## config.mk

```make
export PLATFORM = sky130hd
export DESIGN_NAME = regfile_mp
export DESIGN_NICKNAME = d
export VERILOG_FILES = /design/src/rtl/regfile_mp.sv
export SDC_FILE = /design/constraint.sdc
export NUM_CORES = 2
export LEC_CHECK = 0
export CORE_ASPECT_RATIO = 0.9
export CORE_UTILIZATION = 50
export CTS_BUF_LIST = sky130_fd_sc_hd__clkbuf_8 sky130_fd_sc_hd__clkbuf_16
export DETAILED_ROUTE_END_ITERATION = 16
export HOLD_SLACK_MARGIN = 0.05
export PLACE_DENSITY = 0.69
export RECOVER_POWER = 100
export SLEW_MARGIN = 0
export SYNTH_ARGS = -nofsm -noshare
export SYNTH_HDL_FRONTEND = slang
export SYNTH_SLANG_ARGS = --single-unit
```

## constraint.sdc

```tcl
create_clock -name clk -period 1.84 [get_ports clk]
set_input_delay 0.184 -clock clk [delete_from_list [all_inputs] [get_ports clk]]
set_output_delay 0.184 -clock clk [all_outputs]
set_load 0.1 [all_outputs]
```

## src/rtl/regfile_mp.sv

```systemverilog
// Multi-port register file: one write port, NRD independent read ports.
// Read path is either combinational or registered (1-cycle latency) per build.
// Optional same-cycle write-to-read forwarding and a hardwired-zero entry 0.
// A clear engine sweeps the array to zero, one entry per cycle, on request;
// writes arriving while the sweep runs are discarded and flagged on wr_drop.

module regfile_mp #(
    parameter int WIDTH    = 32,
    parameter int DEPTH    = 32,
    parameter int ADDR_W   = 5,
    parameter int NRD      = 2,
    parameter int READ_REG = 1,
    parameter int BYPASS   = 1,
    parameter int ZERO_REG = 1
) (
    input  logic                  clk,
    input  logic                  rst_n,
    input  logic                  we,
    input  logic [ADDR_W-1:0]     waddr,
    input  logic [WIDTH-1:0]      wdata,
    output logic                  wr_drop,
    input  logic [NRD-1:0]        rd_en,
    input  logic [NRD*ADDR_W-1:0] raddr,
    output logic [NRD*WIDTH-1:0]  rdata,
    output logic [NRD-1:0]        rd_valid,
    input  logic                  clr,
    output logic                  busy
);

    typedef enum logic [0:0] {
        ST_IDLE  = 1'b0,
        ST_SWEEP = 1'b1
    } state_e;

    localparam logic [ADDR_W-1:0] LAST_IDX = ADDR_W'(DEPTH - 1);

    state_e              state_q;
    state_e              state_d;
    logic [ADDR_W-1:0]   cnt_q;
    logic [ADDR_W-1:0]   cnt_d;
    logic                busy_s;
    logic                sweep_last_s;
    logic                zero_wr_s;
    logic                wr_ok_s;
    logic                wr_drop_q;
    logic                wr_drop_d;
    logic [WIDTH-1:0]    mem_q [DEPTH];

    // ------------------------------------------------------------------
    // Clear engine
    // ------------------------------------------------------------------

    // Clear FSM state and sweep counter registers
    always_ff @(posedge clk or negedge rst_n) begin
        if (!rst_n) begin
            state_q <= ST_IDLE;
            cnt_q   <= '0;
        end else begin
            state_q <= state_d;
            cnt_q   <= cnt_d;
        end
    end

    // Next-state logic: start on clr from IDLE, walk every entry once, then return
    always_comb begin
        state_d      = state_q;
        cnt_d        = cnt_q;
        sweep_last_s = (cnt_q == LAST_IDX);
        case (state_q)
            ST_IDLE: begin
                if (clr) begin
                    state_d = ST_SWEEP;
                    cnt_d   = '0;
                end else begin
                    state_d = ST_IDLE;
                    cnt_d   = cnt_q;
                end
            end
            ST_SWEEP: begin
                // clr is deliberately not looked at here: no restart mid-sweep
                cnt_d = cnt_q + ADDR_W'(1);
                if (sweep_last_s) begin
                    state_d = ST_IDLE;
                end else begin
                    state_d = ST_SWEEP;
                end
            end
            default: begin
                state_d = ST_IDLE;
                cnt_d   = '0;
            end
        endcase
    end

    // FSM outputs: busy is a pure decode of the state flop, so it is glitch-free
    always_comb begin
        case (state_q)
            ST_SWEEP: busy_s = 1'b1;
            ST_IDLE:  busy_s = 1'b0;
            default:  busy_s = 1'b0;
        endcase
    end

    assign busy = busy_s;

    // ------------------------------------------------------------------
    // Write port and storage
    // ------------------------------------------------------------------

    // Write qualification: blocked by the sweep, and silently by the zero entry
    always_comb begin
        zero_wr_s = (ZERO_REG != 0) && (waddr == '0);
        wr_ok_s   = we && !busy_s && !zero_wr_s;
        wr_drop_d = we && busy_s;
    end

    // Dropped-write flag: one-cycle pulse after a write hits a busy array
    always_ff @(posedge clk or negedge rst_n) begin
        if (!rst_n) begin
            wr_drop_q <= 1'b0;
        end else begin
            wr_drop_q <= wr_drop_d;
        end
    end

    assign wr_drop = wr_drop_q;

    // Storage array: sweep clear has priority, otherwise a qualified write
    always_ff @(posedge clk or negedge rst_n) begin
        if (!rst_n) begin
            for (int e = 0; e < DEPTH; e++) begin
                mem_q[e] <= '0;
            end
        end else begin
            for (int e = 0; e < DEPTH; e++) begin
                if (busy_s && (cnt_q == ADDR_W'(e))) begin
                    mem_q[e] <= '0;
                end else if (wr_ok_s && (waddr == ADDR_W'(e))) begin
                    mem_q[e] <= wdata;
                end else begin
                    mem_q[e] <= mem_q[e];
                end
            end
        end
    end

    // ------------------------------------------------------------------
    // Read ports
    // ------------------------------------------------------------------

    for (genvar p = 0; p < NRD; p++) begin : g_rd
        logic [ADDR_W-1:0] ra_s;
        logic              zero_hit_s;
        logic [WIDTH-1:0]  arr_s;

        assign ra_s = raddr[p*ADDR_W +: ADDR_W];

        // Array lookup; the zero entry is forced here so every path sees it
        always_comb begin
            zero_hit_s = (ZERO_REG != 0) && (ra_s == '0);
            if (zero_hit_s) begin
                arr_s = '0;
            end else begin
                arr_s = mem_q[ra_s];
            end
        end

        if (READ_REG != 0) begin : g_reg
            logic [WIDTH-1:0] rdata_q;
            logic [WIDTH-1:0] rdata_d;
            logic             valid_q;
            logic             byp_s;

            // Forward same-edge write data; never during a sweep or to entry 0
            always_comb begin
                byp_s = (BYPASS != 0) && we && !busy_s &&
                        (ra_s == waddr) && !zero_hit_s;
                if (!rd_en[p]) begin
                    rdata_d = rdata_q;
                end else if (byp_s) begin
                    rdata_d = wdata;
                end else begin
                    rdata_d = arr_s;
                end
            end

            // Registered read data and valid; data holds while the port idles
            always_ff @(posedge clk or negedge rst_n) begin
                if (!rst_n) begin
                    rdata_q <= '0;
                    valid_q <= 1'b0;
                end else begin
                    rdata_q <= rdata_d;
                    valid_q <= rd_en[p];
                end
            end

            assign rdata[p*WIDTH +: WIDTH] = rdata_q;
            assign rd_valid[p]             = valid_q;
        end else begin : g_comb
            assign rdata[p*WIDTH +: WIDTH] = arr_s;
            assign rd_valid[p]             = rd_en[p];
        end
    end

endmodule

```

==> impl_summary.txt <==
----------------------------------------------------
[Setup path]
  Max incr delay on CP ... 560 ps
  Crit-path cells ... nor3b_4 > buf_6 > nand3_4 > buf_6 > nor3_4 > a21oi_4 > clkbuf_16 > a22o_1
  Type of element launching the critical path ... flip-flop
  Slowest cell on the critical path ... sky130_fd_sc_hd__dfrtp_4
  Reg-to-reg endpoint ... mem_q[635]$_DFFE_PN0P_
  Capture point of the critical path ... mem_q[635]$_DFFE_PN0P_
  Length in cells of the worst reg-to-reg path ... 8
  Type of element capturing the critical path ... flip-flop
  Worst endpoint data arrival time ... 2760 ps
  Crit path kind ... reg2reg
  Most common cell type on the critical path ... sky130_fd_sc_hd__buf_6
  Reg-to-reg critical path startpoint ... state_q$_DFF_PN0_
  Family of cells with the greatest summed delay on the critical path ... flip-flops
  Instance count on the critical path ... 8
  Critical Path Fanout Max ... 6
  Buf+Inv Stages, Crit Path ... 3
  Flop-to-flop setup slack ... -300 ps
  Crit path required time ... 2470 ps
  Worst setup path startpoint ... state_q$_DFF_PN0_

[Detailed routing]
  Routed met3 length ... 44.0 mm
  Met1 wire length ... 81.3 mm
  DRT Pass-1 Iters ... 7
  Remaining antenna violation count ... 0
  Length of routed met2 wiring ... 98.0 mm
  Top Metal Used ... met5
  Final routed DRC violation total ... 0
  Ratio of routed vias to standard cells ... 7.74
  Number of DRC markers after the initial detailed-route iteration ... 7967
  Vias after detailed routing ... 47500
  Wire length per cell ... 40.0 um
  Routed WL ... 245 mm

[Run status]
  Failing checks ... max-capacitance violations, max-slew violations, negative setup slack
  Run status ... complete, but fails checks

[Power]
  Static leakage ... 0.0328 uW
  Power per standard cell area ... 982 mW/mm^2
  Max IR drop VDD ... 0.000990 V

[Floorplan]
  Number of rows created at floorplan ... 115
  Die outline width ... 354 um
  Core box area ... 0.110 mm^2
  Die footprint ... 0.113 mm^2
  Num ports ... 121
  Die span in y ... 319 um
  Starting Density ... 50.7%

[Finish]
  Fraction of final layout cells sized beyond drive strength 1 ... 40.3%
  Filler-free cell count of the finished design ... 6133
  Growth of design area from synthesis to finish ... 30.0%
  Commonest non-fill, non-tap cell in the layout ... sky130_fd_sc_hd__dfrtp_1
  Leading cell types in the layout, fill and taps excluded ... sky130_fd_sc_hd__dfrtp_1 (1096), sky130_fd_sc_hd__a22o_1 (992), sky130_fd_sc_hd__buf_4 (557)
  Fillers ... 7448
  Net count reported at finish ... 4621
  Post-layout instance area ... 0.0724 mm^2

[Timing]
  Relative slew margins ... -11.9%
  Final worst clock skew ... 35.0 ps
  Pins over their slew limit ... 16
  Min Hold Slack ... 144 ps
  Final hold violation count ... 0
  Period utilization ... 116%
  Setup repair after global routing missed its margin ... yes
  Setup slack after layout ... -295 ps
  Sum of negative setup slack ... -130660 ps
  Final Critical Period ... 2140 ps
  Pin slew with the least headroom to its limit ... 1680 ps
  Maximum frequency from static timing analysis ... 0.468 GHz
  Final count of negative-setup-slack endpoints ... 1213

[Placed design]
  Post-Place Cell Area ... 0.0659 mm^2
  RePlAce Congestion ... 0.963
  Placed wire-length estimate ... 152 mm
  # placed instances ... 5803
  Placement-stage worst setup slack ... -508 ps
  Number of I/O port buffers ... 120

[Global routing]
  Number of global-route vias before repair ... 46800
  Global route total overflow ... 0
  Overall track demand over capacity in global routing ... 41.9%
  Global-route wire length before repair ... 339 mm
  Largest net degree at the start of global routing ... 85
  Antenna violations before repair ... 13

[Synthesis]
  Fraction of synthesis flops using an asynchronous set or reset pin ... 100%
  Number of enable-type register cells in the synthesized netlist ... 0
  Synth Area per Inst ... 14.0 um^2
  Number of unique standard cell types used by synthesis ... 48
  Synthesized netlist cell count ... 3964
  Post-synthesis cell area ... 0.0557 mm^2
  FF+latch count, synth ... 1097
  Proportion of synthesized chip area in sequential cells ... 49.3%
  Mapped Nets ... 4023
  Warnings from Yosys ... 0
  Main flop type after synthesis ... sky130_fd_sc_hd__dfrtp_1

[CTS]
  Clock sink count ... 1097
  Maximum buffer depth of the clock tree ... 3
  Number of buffers inserted during clock tree synthesis ... 112
  TritonCTS clock tree ... done
  Clock transition time at the flip-flop clock pins of the worst setup and hold paths ... 70 ps
  Latest clock arrival within the worst-skew pair ... 760 ps
  CTS Root Cell ... sky130_fd_sc_hd__clkbuf_16
  Number of H-tree branching levels ... 3

[Min path]
  Number of cells on the worst hold path ... 3
  Class of the tightest hold or removal check ... in2reg

[Job]
  Maximum Capacitance Violations ... 1

----------------------------------------------------
-- cells by family after synthesis --
| family | share of synthesized area, % |
|---|---|
| compound gates | 19.1 |
| xor+xnor | 0.157 |
| fa+ha+maj | 0.135 |
| buf+inv | 4.22 |
| flops | 49.3 |
| mux | 23.6 |
| simple gates | 3.47 |
-- stage by stage --
stage	total power, uW	utilization [%]
5_1_grt	72400	65.9
6_report	71100	65.9
2_1_floorplan	35800	-
3_3_place_gp	43700	60.0
3_5_place_dp	44000	60.0
4_1_cts	69800	65.1
-- cell usage after synthesis (2+ instances only) --
cell                        instances  area share [%]
sky130_fd_sc_hd__nor3_2             3           0.054
sky130_fd_sc_hd__and2_1            35            0.39
sky130_fd_sc_hd__o2111ai_1          7            0.11
sky130_fd_sc_hd__mux2_2            33            0.67
sky130_fd_sc_hd__nor2b_1           28            0.31
sky130_fd_sc_hd__a22o_1           992              16
sky130_fd_sc_hd__nand3_1           25            0.22
sky130_fd_sc_hd__nor3_1             2           0.018
sky130_fd_sc_hd__buf_4             34            0.46
sky130_fd_sc_hd__clkbuf_2           7           0.063
sky130_fd_sc_hd__inv_1             12           0.081
sky130_fd_sc_hd__nand4_1            3           0.034
sky130_fd_sc_hd__mux4_2           533              22
sky130_fd_sc_hd__or2_2              4           0.045
sky130_fd_sc_hd__xnor2_1            9            0.14
sky130_fd_sc_hd__buf_6             11            0.22
sky130_fd_sc_hd__a31oi_1           30            0.34
sky130_fd_sc_hd__nor3b_2            2           0.045
sky130_fd_sc_hd__buf_1             42            0.28
sky130_fd_sc_hd__a32oi_1           11            0.17
sky130_fd_sc_hd__ha_1               6            0.13
sky130_fd_sc_hd__a221o_1            6            0.11
sky130_fd_sc_hd__o21ai_0            7           0.063
sky130_fd_sc_hd__clkbuf_1         359             2.4
sky130_fd_sc_hd__o211ai_1          32            0.43
sky130_fd_sc_hd__a41oi_1           29            0.46
sky130_fd_sc_hd__or3_1             30            0.34
sky130_fd_sc_hd__nor2_1            92            0.62
sky130_fd_sc_hd__o22ai_1           65            0.73
sky130_fd_sc_hd__a21oi_1           34            0.31
sky130_fd_sc_hd__buf_2             76            0.68
sky130_fd_sc_hd__o31ai_1            4           0.054
sky130_fd_sc_hd__a22oi_1           38            0.51
sky130_fd_sc_hd__nand2b_1          46            0.52
sky130_fd_sc_hd__nand2_1          125            0.84
sky130_fd_sc_hd__a211o_1            7            0.11
sky130_fd_sc_hd__o31a_1             2           0.031
sky130_fd_sc_hd__dfrtp_1         1097              49
sky130_fd_sc_hd__mux2i_1           77             1.4
-- power breakdown --
part / switching, uW / leakage [uW] / internal (uW) / total [uW]
clock: 10500 / 0.00208 / 15000 / 25400
combinational: 9900 / 0.0155 / 7560 / 17500
sequential: 1940 / 0.0152 / 26300 / 28200
-- area by class of cell --
type                    count  area [um^2]  share of cell area (%)
clock inverters            71          876                    1.21
multi-input cells        2325        27100                    37.4
well taps                1462         1830                    2.53
diodes                     13         32.5                  0.0449
clock buffers             139         3200                    4.42
repair buffers           1014        11900                    16.4
inverters                  12         45.0                  0.0622
flip-flops and latches   1097        27500                    37.9
-- registers in the layout (all words and copies together), names as in the netlist --
register	flops
mem_q	1024
g_rd.g_reg.rdata_q	64
cnt_q	5
g_rd.g_reg.valid_q	2
state_q	1
wr_drop	1
-- layer usage --
layer	vias up	GRT usage, %
met5	-	0
met4	20	26.4
met3	1296	18.4
met2	4785	56.7
met1	24200	55.0
li1	17200	-
-- how the worst min path moves through the flow --
stage | endpoint | slack, ps | from
global route | g_rd[0].g_reg.rdata_q[20]$_DFFE_PN0P_ | 140 | wdata[20]
CTS | g_rd[0].g_reg.rdata_q[20]$_DFFE_PN0P_ | 110 | wdata[20]
floorplan | cnt_q[0]$_DFFE_PN0P_ | -110 | rst_n
finish | g_rd[0].g_reg.rdata_q[20]$_DFFE_PN0P_ | 140 | wdata[20]
global placement | mem_q[153]$_DFFE_PN0P_ | 140 | rst_n
detailed placement | mem_q[153]$_DFFE_PN0P_ | 130 | rst_n
-- what timing repair did --
action	4_1_cts	5_1_grt
gates cloned	25	23
hold buffers	5	0
gates resized for setup	128	113
endpoints found under the hold margin	997	0
pin swaps	54	92
endpoints found under the setup margin	888	1033
buffers inserted	39	27
-- tightest hold or removal path, cell delays in order --
cell                              delay (ps)
sky130_fd_sc_hd__clkdlybuf4s50_1         450
sky130_fd_sc_hd__nand2_1                 100
sky130_fd_sc_hd__a41oi_2                 110
No activity file was read; power rests on OpenSTA's default activity.
